## src/rtl/serial_subtractor.sv

```systemverilog
// Bit-serial subtractor: a - b - bin, one bit per clock, LSB first, with one borrow flop.
// Optional signed-overflow output ovf when SERIAL_SUB_OVF_EN is defined.
module serial_subtractor #(
    parameter int WIDTH = 4
) (
    input  logic             clk,
    input  logic             rst_n,
    input  logic             start_valid,
    output logic             start_ready,
    input  logic [WIDTH-1:0] a,
    input  logic [WIDTH-1:0] b,
    input  logic             bin,
    output logic [WIDTH-1:0] diff,
    output logic             bout,
`ifdef SERIAL_SUB_OVF_EN
    output logic             ovf,
`endif
    output logic             done_valid,
    input  logic             done_ready
);

    localparam int CW = (WIDTH > 2) ? $clog2(WIDTH) : 1;

    typedef enum logic [1:0] {IDLE, RUN, DONE} state_t;

    state_t           state_reg, state_next;
    logic [CW-1:0]    cnt_reg;
    logic             borrow_reg;
    logic [WIDTH-1:0] a_sh_reg, b_sh_reg;
    logic [WIDTH-1:0] diff_reg;
    logic             bout_reg;

    logic bit_d, borrow_next, last_bit, accept;

    assign bit_d       = a_sh_reg[0] ^ b_sh_reg[0] ^ borrow_reg;
    assign borrow_next = (~a_sh_reg[0] & b_sh_reg[0]) | (~a_sh_reg[0] & borrow_reg)
                       | (b_sh_reg[0] & borrow_reg);
    assign last_bit    = (cnt_reg == CW'(WIDTH - 1));
    assign accept      = (state_reg == IDLE) && start_valid;

    always_comb begin
        state_next  = state_reg;
        start_ready = 1'b0;
        done_valid  = 1'b0;
        case (state_reg)
            IDLE: begin
                start_ready = 1'b1;
                if (start_valid) state_next = RUN;
            end
            RUN: begin
                if (last_bit) state_next = DONE;
            end
            DONE: begin
                done_valid = 1'b1;
                if (done_ready) state_next = IDLE;
            end
            default: state_next = IDLE;
        endcase
    end

    always_ff @(posedge clk or negedge rst_n) begin
        if (!rst_n) state_reg <= IDLE;
        else        state_reg <= state_next;
    end

    always_ff @(posedge clk or negedge rst_n) begin
        if (!rst_n) begin
            cnt_reg    <= '0;
            borrow_reg <= 1'b0;
            a_sh_reg   <= '0;
            b_sh_reg   <= '0;
            diff_reg   <= '0;
            bout_reg   <= 1'b0;
        end else if (accept) begin
            cnt_reg    <= '0;
            borrow_reg <= bin;
            a_sh_reg   <= a;
            b_sh_reg   <= b;
        end else if (state_reg == RUN) begin
            // Result fills from the MSB side so bit 0 lands in place after WIDTH shifts.
            diff_reg   <= {bit_d, diff_reg[WIDTH-1:1]};
            a_sh_reg   <= {1'b0, a_sh_reg[WIDTH-1:1]};
            b_sh_reg   <= {1'b0, b_sh_reg[WIDTH-1:1]};
            borrow_reg <= borrow_next;
            cnt_reg    <= cnt_reg + 1'b1;
            if (last_bit) bout_reg <= borrow_next;
        end
    end

    assign diff = diff_reg;
    assign bout = bout_reg;

`ifdef SERIAL_SUB_OVF_EN
    // Operand sign bits are shifted out during RUN, so keep copies for the final decision.
    logic a_msb_reg, b_msb_reg, ovf_reg;

    always_ff @(posedge clk or negedge rst_n) begin
        if (!rst_n) begin
            a_msb_reg <= 1'b0;
            b_msb_reg <= 1'b0;
            ovf_reg   <= 1'b0;
        end else if (accept) begin
            a_msb_reg <= a[WIDTH-1];
            b_msb_reg <= b[WIDTH-1];
        end else if ((state_reg == RUN) && last_bit) begin
            ovf_reg <= (a_msb_reg != b_msb_reg) && (bit_d != a_msb_reg);
        end
    end

    assign ovf = ovf_reg;
`endif

endmodule

```

## config.mk

```make
export PLATFORM = sky130hd
export DESIGN_NAME = serial_subtractor
export DESIGN_NICKNAME = d
export VERILOG_FILES = /design/src/rtl/serial_subtractor.sv
export SDC_FILE = /design/constraint.sdc
export NUM_CORES = 1
export LEC_CHECK = 0
export ABC_CLOCK_PERIOD_IN_PS = 3100
export CAP_MARGIN = 20
export CORE_MARGIN = 8
export CORE_UTILIZATION = 54
export CTS_BUF_LIST = sky130_fd_sc_hd__clkbuf_4
export DETAILED_ROUTE_END_ITERATION = 7
export GPL_ROUTABILITY_DRIVEN = 0
export HOLD_SLACK_MARGIN = 0.15
export PLACE_DENSITY = 0.9
export SETUP_SLACK_MARGIN = 0.3
export SLEW_MARGIN = 10
export SYNTH_ARGS = -nofsm -noshare
export SYNTH_HDL_FRONTEND = slang
export SYNTH_SLANG_ARGS = --single-unit
```

## constraint.sdc

```tcl
create_clock -name clk -period 3.1 [get_ports clk]
set_input_delay 0.62 -clock clk [delete_from_list [all_inputs] [get_ports clk]]
set_output_delay 0.62 -clock clk [all_outputs]
set_load 0.02 [all_outputs]
```

==> reports/metrics.cfg <==
[cts]
numCtsBuffers=3
postCtsSetupBuffers=0
cts.repair.resized=0
cts_sinks=18
cts_hold_buf=0
htree_levels=1
cts_tree=done
clk_latency_ns=0.28
root_buffer=clkbuf_4
clockBufferDepth=2
clk_pin_slew_ns=0.09

[global_routing]
grt_overflow=0
grt_max_degree=19
grt.total_usage_pct=11.8
grt_pass1_vias=705
grt_first_pass_wirelength_mm=3.09
antenna_found_initial=0

[synth]
synthCells=67
yosysSeqAreaShare_pct=52.6
synth-compound-area-share_pct=15.9
synth-simple-area-share_pct=13.7
synth_cell_types=29
muxShareOfSynthArea_pct=7.59
synth.avg_cell_area_um2=12.8
ys_ff_latch=18
yosysWarnings=0
synth_fa_ha_area_share_pct=3.80
syn-cell-area_um2=857
yosys.area_share.xor_xnor_pct=0
syn_nets=82
synth_top_family_by_area=compound AO/OA/AOI/OAI gates

[hold_path]
worstHoldPathType=reg -> reg

[job]
cap_violations=0

[power]
p_clk_share_pct=10.0
power.density_mw_per_mm2=1040
p_seq_share_pct=40.9
p_leak_nw=0.456
p_sw_share_pct=37.1
power.internal_uw=691
combPwrFrac_pct=49.1
power.switching_uw=408
peakVddDrop_uv=528

[worst_setup_path]
arrival_ns=1.90
path_cells=nor2_1 > clkdlybuf4s50_1
slowest_delay_ns=0.69
path_max_fanout=15
path_class=reg -> out
crit_path_end_kind=primary output
startpoint_type=register
cp.required_ns=2.48
slowest_stage=clkdlybuf4s50_1

[final_layout]
area_growth_pct=23.8
layout.nets=102
antennaDiodeCount=0
layout_common_cells=clkdlybuf4s50_1 (19), dfrtp_1 (18), inv_1 (7)
final_common_cell=clkdlybuf4s50_1
layout-drive-gt1-share_pct=15.3

[sta]
period_share_pct=81.4
post-route-min-period_ns=2.52
setup_viol=0
tns_ns=0
hold_viol_final=0
final_max_slew_viol_count=0
fmax_mhz=396
skew_ns=0.000760
hold_ws_ns=0.480
rsz0062_at_grt=false
relSlewSlack_pct=47.3
worst_pin_slew_ns=0.789

[detailed_routing]
ant_nets=0
wl_per_cell_um=16.9
first_pass_iters=4
first_iter_violations=18
viasPerCell=5.86
num_vias=592
drc=0
totalWireLength_mm=1.71

[place]
port_buffers=19
hpwl_mm=1.34

[floorplanning]
initial_core_util_pct=56.9
die_y_um=55.8
rows=14
core_area_mm2=0.00151
die-area_mm2=0.00312
ios=20
die_w_um=55.8

[outcome]
outcome=complete, no violations

synth_stat cells:
library cell	n	area [µm²]
a211oi_1	2	15.0
or4b_1	2	20.0
and2b_2	1	8.76
nor2_1	1	3.75
a221o_2	1	11.3
buf_4	1	7.51
buf_2	1	5.00
nor4b_1	2	17.5
o221a_2	2	22.5
nand2b_1	2	12.5
a222oi_1	3	30.0
inv_1	7	26.3
o21ba_2	1	10.0
fa_1	1	20.0
mux2i_1	2	20.0
nand3b_1	1	7.51
o21bai_4	1	18.8
mux2_2	4	45.0
buf_6	1	11.3
a32o_1	1	10.0
dfrtp_1	18	450
clkbuf_2	1	5.00
nor3b_1	3	22.5
and2_1	1	6.26
a22o_1	1	8.76
ha_1	1	12.5
nor2b_1	3	18.8
a21oi_1	1	5.00
o21ai_0	1	5.00
power groups by stage:
stage          registers (mW)  clock network (mW)  logic, mW
6_report                0.449               0.110      0.539
5_1_grt                 0.468               0.122      0.598
4_1_cts                 0.451               0.113      0.551
3_5_place_dp            0.455                   0      0.551
3_3_place_gp            0.445                   0      0.526
2_1_floorplan           0.454                   0      0.376
kinds of logic after synthesis:
family	Yosys count
DFF	18
and+or+nand+nor	16
AOI/OAI and AO/OA	14
buffers and inverters	11
muxes	6
adders and majority gates	2
metal layers:
| metal | global-route usage (%) | part of all wire [%] | wire [µm] |
|---|---|---|---|
| met5 | 0 | 0 | 0 |
| met4 | 3.44 | 0 | 0 |
| met1 | 14.0 | 44 | 747 |
| met2 | 19.6 | 50 | 860 |
| met3 | 4.11 | 5.9 | 100 |
path summary, 6_finish.rpt:
| check | from | to | slack, ns | cells after the start |
|---|---|---|---|---|
| worst max-delay path | state_reg[0] | start_ready | 0.58 | 2 |
| worst min-delay path | cnt_reg[0] | cnt_reg[0] | 0.48 | 1 |
| worst max register to register | state_reg[0] | diff[2] | 1.75 | 2 |
| worst min register to register | cnt_reg[0] | cnt_reg[0] | 0.48 | 1 |
| max in group asynchronous | rst_n | b_sh_reg[2] | 1.82 | 1 |
| min in group asynchronous | rst_n | diff[0] | 0.79 | 1 |
layout make-up:
cell class                      instances  area, µm²
Sequential cell                        18        450
Fill cell                             129        445
Multi-Input combinational cell         38        352
Timing Repair Buffer                   19        190
Inverter                                7       26.3
Clock buffer                            3       22.5
Tap cell                               16       20.0
worst max-delay path: cells and delay by family, from the launching register on:
kind | cells | cell delay (ns)
AND/OR/NAND/NOR | 1 | 0.39
flip-flops | 1 | 0.55
buffers and inverters | 1 | 0.69
metrics by stage:
stage                     utilization (%)  std cells  worst slack [ns]  power (mW)  cell area [µm²]
after global placement               68.9         98             0.945       0.970             1040
after CTS                            70.4        101             0.571        1.11             1060
final                                70.4        101             0.578        1.10             1060
after global routing                 70.4        101             0.442        1.19             1060
after detailed placement             68.9         98             0.905        1.01             1040
after floorplan                         -         67              1.49       0.830              857
Power figures use the tool's default switching activity.
